<file path="src/rtl/pwm_pkg.sv">
// rtl/pwm_pkg.sv - shared types and defaults for the PWM capture block
//
// Purpose: control FSM state encoding and default counter/duty widths used by
// pwm_capture and pwm_div.
// Ports: none (package).
package pwm_pkg;

  typedef enum logic [1:0] {
    ST_IDLE   = 2'd0,  // not armed: next rise only starts a measurement
    ST_ARMED  = 2'd1,  // measuring: next rise captures period/high time
    ST_DIVIDE = 2'd2   // divider computing the duty code
  } state_e;

  localparam int CNT_W_DEF  = 16;
  localparam int DUTY_W_DEF = 5;

endpackage

</file>
<file path="src/rtl/pwm_div.sv">
// rtl/pwm_div.sv - restoring divider producing the duty code, one bit per clock
//
// Purpose: quotient = floor(dividend / divisor), DUTY_W+1 iterations, busy for
// DUTY_W+1 clocks after start. The caller guarantees dividend < divisor * 2^(DUTY_W+1)
// and a nonzero divisor; only the low DUTY_W quotient bits are presented.
// Ports:
//   clk, rst   clock, asynchronous active-high reset
//   start      load operands and begin (ignored while abort is high)
//   abort      drop any divide in progress
//   dividend   CNT_W+DUTY_W bits
//   divisor    CNT_W bits
//   busy       divide in progress
//   done       high during the final iteration cycle; quotient valid then
//   quotient   DUTY_W-bit result (combinational, valid with done)
module pwm_div #(
  parameter int CNT_W  = 16,
  parameter int DUTY_W = 5
) (
  input  logic                    clk,
  input  logic                    rst,
  input  logic                    start,
  input  logic                    abort,
  input  logic [CNT_W+DUTY_W-1:0] dividend,
  input  logic [CNT_W-1:0]        divisor,
  output logic                    busy,
  output logic                    done,
  output logic [DUTY_W-1:0]       quotient
);

  localparam int QW = DUTY_W + 1;
  localparam int IW = $clog2(QW + 1);

  logic              busy_q, busy_d;
  logic [IW-1:0]     iter_q, iter_d;
  logic [CNT_W-1:0]  rem_q, rem_d;
  logic [CNT_W-1:0]  dvs_q, dvs_d;
  logic [QW-1:0]     bits_q, bits_d;  // dividend bits still to shift in, MSB first
  logic [QW-1:0]     quo_q, quo_d;
  logic [CNT_W:0]    trial;
  logic              q_bit;
  logic              last;
  logic [QW-1:0]     quo_full;

  always_comb begin
    trial    = {rem_q, bits_q[QW-1]};
    q_bit    = (trial >= {1'b0, dvs_q});
    last     = busy_q && (iter_q == IW'(QW - 1));
    quo_full = {quo_q[QW-2:0], q_bit};

    busy_d = busy_q;
    iter_d = iter_q;
    rem_d  = rem_q;
    dvs_d  = dvs_q;
    bits_d = bits_q;
    quo_d  = quo_q;

    if (abort) begin
      busy_d = 1'b0;
    end else if (start) begin
      busy_d = 1'b1;
      iter_d = '0;
      // Upper dividend bits seed the remainder; they are below the divisor by contract.
      rem_d  = {1'b0, dividend[CNT_W+DUTY_W-1:QW]};
      bits_d = dividend[QW-1:0];
      dvs_d  = divisor;
      quo_d  = '0;
    end else if (busy_q) begin
      rem_d  = q_bit ? CNT_W'(trial - {1'b0, dvs_q}) : trial[CNT_W-1:0];
      bits_d = bits_q << 1;
      quo_d  = quo_full;
      iter_d = iter_q + IW'(1);
      if (last) busy_d = 1'b0;
    end
  end

  always_ff @(posedge clk or posedge rst) begin
    if (rst) begin
      busy_q <= 1'b0;
      iter_q <= '0;
      rem_q  <= '0;
      dvs_q  <= '0;
      bits_q <= '0;
      quo_q  <= '0;
    end else begin
      busy_q <= busy_d;
      iter_q <= iter_d;
      rem_q  <= rem_d;
      dvs_q  <= dvs_d;
      bits_q <= bits_d;
      quo_q  <= quo_d;
    end
  end

  assign busy     = busy_q;
  assign done     = last && !abort;
  assign quotient = quo_full[DUTY_W-1:0];

endmodule

</file>
<file path="src/rtl/pwm_capture.sv">
// rtl/pwm_capture.sv - PWM receiver recovering period, high time and duty code
//
// Purpose: synchronizes pwm_in, measures period and high time between rising
// edges, divides to a DUTY_W-bit duty code and flags a stuck line on timeout.
// Ports:
//   clk, rst     clock, asynchronous active-high reset
//   pwm_in       asynchronous PWM input
//   duty_cycle   last recovered duty code
//   period       last captured period (clk cycles)
//   high_time    last captured high time (clk cycles)
//   duty_valid   1-cycle pulse when outputs update
//   stuck_high   line timed out high
//   stuck_low    line timed out low
//   overrun      1-cycle pulse: capture dropped because the divider was busy
module pwm_capture
  import pwm_pkg::*;
#(
  parameter int CNT_W  = CNT_W_DEF,
  parameter int DUTY_W = DUTY_W_DEF
) (
  input  logic              clk,
  input  logic              rst,
  input  logic              pwm_in,
  output logic [DUTY_W-1:0] duty_cycle,
  output logic [CNT_W-1:0]  period,
  output logic [CNT_W-1:0]  high_time,
  output logic              duty_valid,
  output logic              stuck_high,
  output logic              stuck_low,
  output logic              overrun
);

  localparam logic [CNT_W-1:0] CNT_MAX = {CNT_W{1'b1}};

  state_e            state_q, state_d;
  logic              sync1_q, sync1_d, s_q, s_d, p_q, p_d;
  logic [CNT_W-1:0]  period_cnt_q, period_cnt_d, high_cnt_q, high_cnt_d;
  logic              timed_out_q, timed_out_d;
  logic [DUTY_W-1:0] duty_q, duty_d;
  logic [CNT_W-1:0]  period_q, period_d, high_time_q, high_time_d;
  logic              valid_q, valid_d, sh_q, sh_d, sl_q, sl_d, ovr_q, ovr_d;
  logic              rise, timeout, div_start, div_busy, div_done;
  logic [DUTY_W-1:0] div_q;

  always_comb begin
    sync1_d = pwm_in;
    s_d     = sync1_q;
    p_d     = s_q;
    rise    = s_q & ~p_q;
    // Fires once per stuck interval; a rise in the same cycle takes priority.
    timeout = (period_cnt_q == CNT_MAX) && !rise && !timed_out_q;

    if (rise)                        period_cnt_d = CNT_W'(1);
    else if (period_cnt_q != CNT_MAX) period_cnt_d = period_cnt_q + CNT_W'(1);
    else                             period_cnt_d = period_cnt_q;

    if (rise)                               high_cnt_d = CNT_W'(1);
    else if (s_q && high_cnt_q != CNT_MAX)  high_cnt_d = high_cnt_q + CNT_W'(1);
    else                                    high_cnt_d = high_cnt_q;

    if (rise)         timed_out_d = 1'b0;
    else if (timeout) timed_out_d = 1'b1;
    else              timed_out_d = timed_out_q;

    div_start = rise && (state_q == ST_ARMED);
  end

  pwm_div #(.CNT_W(CNT_W), .DUTY_W(DUTY_W)) u_div (
    .clk      (clk),
    .rst      (rst),
    .start    (div_start),
    .abort    (timeout),
    .dividend ({high_cnt_q, {DUTY_W{1'b0}}}),
    .divisor  (period_cnt_q),
    .busy     (div_busy),
    .done     (div_done),
    .quotient (div_q)
  );

  always_comb begin
    state_d     = state_q;
    duty_d      = duty_q;
    period_d    = period_q;
    high_time_d = high_time_q;
    sh_d        = sh_q;
    sl_d        = sl_q;
    valid_d     = 1'b0;
    ovr_d       = rise && div_busy;

    case (state_q)
      ST_IDLE: begin
        if (rise) state_d = ST_ARMED;
      end
      ST_ARMED: begin
        if (rise) begin
          state_d     = ST_DIVIDE;
          period_d    = period_cnt_q;
          high_time_d = high_cnt_q;
        end
      end
      ST_DIVIDE: begin
        if (div_done) begin
          state_d = ST_ARMED;
          duty_d  = div_q;
          valid_d = 1'b1;
          sh_d    = 1'b0;
          sl_d    = 1'b0;
        end
      end
      default: state_d = ST_IDLE;
    endcase

    if (timeout) begin
      state_d = ST_IDLE;
      valid_d = 1'b1;
      sh_d    = s_q;
      sl_d    = ~s_q;
      duty_d  = s_q ? {DUTY_W{1'b1}} : '0;
    end
  end

  always_ff @(posedge clk or posedge rst) begin
    if (rst) begin
      state_q      <= ST_IDLE;
      sync1_q      <= 1'b0;
      s_q          <= 1'b0;
      p_q          <= 1'b0;
      period_cnt_q <= '0;
      high_cnt_q   <= '0;
      timed_out_q  <= 1'b0;
      duty_q       <= '0;
      period_q     <= '0;
      high_time_q  <= '0;
      valid_q      <= 1'b0;
      sh_q         <= 1'b0;
      sl_q         <= 1'b0;
      ovr_q        <= 1'b0;
    end else begin
      state_q      <= state_d;
      sync1_q      <= sync1_d;
      s_q          <= s_d;
      p_q          <= p_d;
      period_cnt_q <= period_cnt_d;
      high_cnt_q   <= high_cnt_d;
      timed_out_q  <= timed_out_d;
      duty_q       <= duty_d;
      period_q     <= period_d;
      high_time_q  <= high_time_d;
      valid_q      <= valid_d;
      sh_q         <= sh_d;
      sl_q         <= sl_d;
      ovr_q        <= ovr_d;
    end
  end

  assign duty_cycle = duty_q;
  assign period     = period_q;
  assign high_time  = high_time_q;
  assign duty_valid = valid_q;
  assign stuck_high = sh_q;
  assign stuck_low  = sl_q;
  assign overrun    = ovr_q;

endmodule

</file>
<file path="config.mk">
export PLATFORM = sky130hd
export DESIGN_NAME = pwm_capture
export DESIGN_NICKNAME = d
export VERILOG_FILES = /design/src/rtl/pwm_pkg.sv /design/src/rtl/pwm_div.sv /design/src/rtl/pwm_capture.sv
export SDC_FILE = /design/constraint.sdc
export NUM_CORES = 1
export LEC_CHECK = 0
export ABC_CLOCK_PERIOD_IN_PS = 4800
export CAP_MARGIN = 20
export CORE_MARGIN = 4
export CORE_UTILIZATION = 59
export DETAILED_ROUTE_END_ITERATION = 10
export PLACE_DENSITY = 0.8
export SLEW_MARGIN = 15
export SYNTH_ARGS = -nofsm -noshare
export SYNTH_HDL_FRONTEND = slang
export SYNTH_SLANG_ARGS = --single-unit
</file>
<file path="constraint.sdc">
create_clock -name clk -period 4.8 [get_ports clk]
set_input_delay 0.48 -clock clk [delete_from_list [all_inputs] [get_ports clk]]
set_output_delay 0.48 -clock clk [all_outputs]
set_load 0.02 [all_outputs]
</file>
==> impl_metrics.yaml <==
run_status:
  status: "finished clean"
floorplanning:
  core-area_sq_um: 9860
  die_w_um: 109
  die_area_sq_um: 11900
  rows: 36
  io_pins: 44
  start_util: 0.610
  die_h_um: 109
clock_network:
  cts.htree.levels: 4
  clk_pin_slew_ps: 60
  clock_latency_ps: 530
  cts_sinks: 120
  postCtsSetupRepairBufs: 0
  numCtsBuffers: 17
  ctsHoldBuffers: 0
  cts_tree: "done"
  cts-root-buf: "clkbuf_8"
  cts_buffer_depth: 2
  cts_resized: 0
logic_synthesis:
  syn_nets: 665
  synthTopCellsByArea: "dfrtp_1 50%, nand2_1 8.5%, ha_1 4.2%"
  synthArstFlopShare: 1.00
  yosysSeqAreaShare: 0.499
  syn-cell-area_sq_um: 6020
  synth.distinct_cells: 65
  netlist_instances: 641
  synth_ff_type: "dfrtp_1"
  synth_edf_count: 0
  synth.top_cell.area_share: 0.499
  post_synth.cell_area_avg_sq_um: 9.39
  ys_seq_elements: 120
  ys_warn_count: 0
  yosysTopAreaCell: "dfrtp_1"
finish:
  final_core_util: 0.717
  seq_area_sq_um: 3000
  syn_to_final_growth_pct: 17.5
  stdcell_area_sq_um: 7070
  multi_input_area_sq_um: 2790
  stdcell_count: 825
  nets: 704
  diodes: 0
  drive_above_1_share: 0.0795
  n_fill_cell: 724
routing:
  drtAntennaViolNets: 0
  detail_route.wl_per_cell_um: 17.9
  vias: 4888
  drc: 0
  totalWireLength_um: 14700
  vias_per_cell: 5.92
  drtIter0Drc: 432
  dr.pass1.iters: 7
worst_setup_path:
  crit_required_ps: 5170
  crit_type: "register to register"
  cp-end-kind: "register"
  cp_max_fo: 52
  startpoint_type: "register"
  r2r_setup_slack_ps: 1770
  cp.arrival_ps: 3390
power:
  p_per_area_nw_per_um2: 604
  finalPower_mw: 4.27
  leakage_nw: 3.28
  ir_worst_vdd_mv: 0.441
sta:
  slew_headroom: 0.299
  rsz0062_at_grt: "false"
  hold_viol_final: 0
  clock.fmax_mhz: 331
  fin_crit_ps: 3030
  worst_pin_slew_ps: 1050
  fin_crit_sh: 0.630
  slew_viol_final: 0
  tns_ps: 0
  setup_viol: 0
  fin_skew_ps: 6.38
global_route:
  grt.total_usage: 0.276
  grt_pass1_vias: 4941
  overflow: 0
  antenna_found_initial: 0
  grt_pass1_wl_um: 25000
  grt_max_degree: 63
placement:
  dp.cells: 794
  place_area_sq_um: 6520
  globalplace.congestion: 0.985
  detailed_place_hpwl_um: 9710
  port_buffers: 43
min_path:
  hold_path.class: "register to register"
job:
  maxCapViolations: 0
==> Yosys cell counts, types with 5 or more instances <==
master,n
o22ai_1,11
a21oi_1,44
nor2_1,49
ha_1,20
xnor2_1,12
a31oi_1,5
xor2_1,24
inv_1,26
clkbuf_1,11
nand2b_1,8
o21ai_0,35
buf_2,13
dfrtp_1,120
and3_1,8
nand3_1,23
nand4_1,9
nor3_1,5
mux2i_1,10
nand2_1,137
or3_1,5
==> critical path, stage by stage (launching register included) <==
cell and delay [ps]:
dfrtp_1 480, nor2b_2 190, buf_4 240, nand2_1 180
or2_2 840, nand2_1 540, o22ai_1 300, a21oi_1 80
==> cell type report <==
class	instances	area share
Clock buffer	23	0.0674
Tap cell	133	0.0235
Clock inverter	8	0.0101
Sequential cell	120	0.425
Timing Repair Buffer	47	0.0651
Inverter	26	0.0142
Multi-Input combinational cell	468	0.395
==> metal layers <==
metal	share of wire	track usage	up-vias
li1	-	-	2280
met1	0.44	0.363	2416
met2	0.48	0.443	162
met3	0.056	0.0639	30
met4	0.023	0.115	0
met5	0	0	-
==> per-stage QoR <==
step / setup WS, ps / hold WS [ps]
final: 1770 / 345
after global placement: 2020 / 344
after CTS: 1810 / 349
after detailed placement: 1860 / 337
after global routing: 1500 / 362
after floorplan: 1130 / 331
==> cells by family (layout without fill, tap and decap cells) <==
family | Yosys count | count (layout) | synth area share
XOR/XNOR | 36 | 36 | 0.0524
adder cells (fa/ha/maj) | 21 | 21 | 0.0449
flip-flops | 120 | 120 | 0.499
multiplexers | 10 | 10 | 0.0166
AND/OR/NAND/NOR | 277 | 277 | 0.217
AO/OA/AOI/OAI | 124 | 124 | 0.132
buffers and inverters | 53 | 104 | 0.0378
==> layout by cell type, fill, tap and decap left out, types with 12 or more instances in the layout <==
cell,n
nand2_1,137
dfrtp_1,120
nor2_1,49
a21oi_1,44
clkdlybuf4s50_1,43
o21ai_0,35
inv_1,25
xor2_1,24
nand3_1,23
ha_1,20
clkbuf_16,16
xnor2_1,12
==> worst paths after layout <==
check,from,endpoint,cells past startpoint
hold reg to reg,s_d,p_d,0
setup / recovery,p_d,u_div.rem_q[6],7
hold / removal,s_d,p_d,0
setup reg to reg,p_d,u_div.rem_q[6],7
min in group asynchronous,rst,period_cnt_q[11],2
max in group asynchronous,rst,u_div.rem_q[10],3
==> report_power, final <==
| group | internal, mW | total [mW] | leakage (nW) | switching (mW) |
|---|---|---|---|---|
| Sequential | 1.22 | 1.41 | 1.59 | 0.194 |
| Combinational | 0.698 | 1.69 | 1.42 | 0.993 |
| Clock | 0.734 | 1.17 | 0.273 | 0.434 |
| Total | 2.65 | 4.27 | 3.28 | 1.62 |
==> sequential cells by signal, summed over array words and instances, names as in the netlist, 2 cells and up <==
| signal | cells |
|---|---|
| u_div.iter_q | 3 |
| u_div.dvs_q | 16 |
| period | 16 |
| high_cnt_q | 16 |
| state_q | 2 |
| u_div.rem_q | 16 |
| period_cnt_q | 16 |
| duty_cycle | 5 |
| u_div.quo_q | 4 |
| high_time | 16 |
Power figures use the tool's default switching activity.
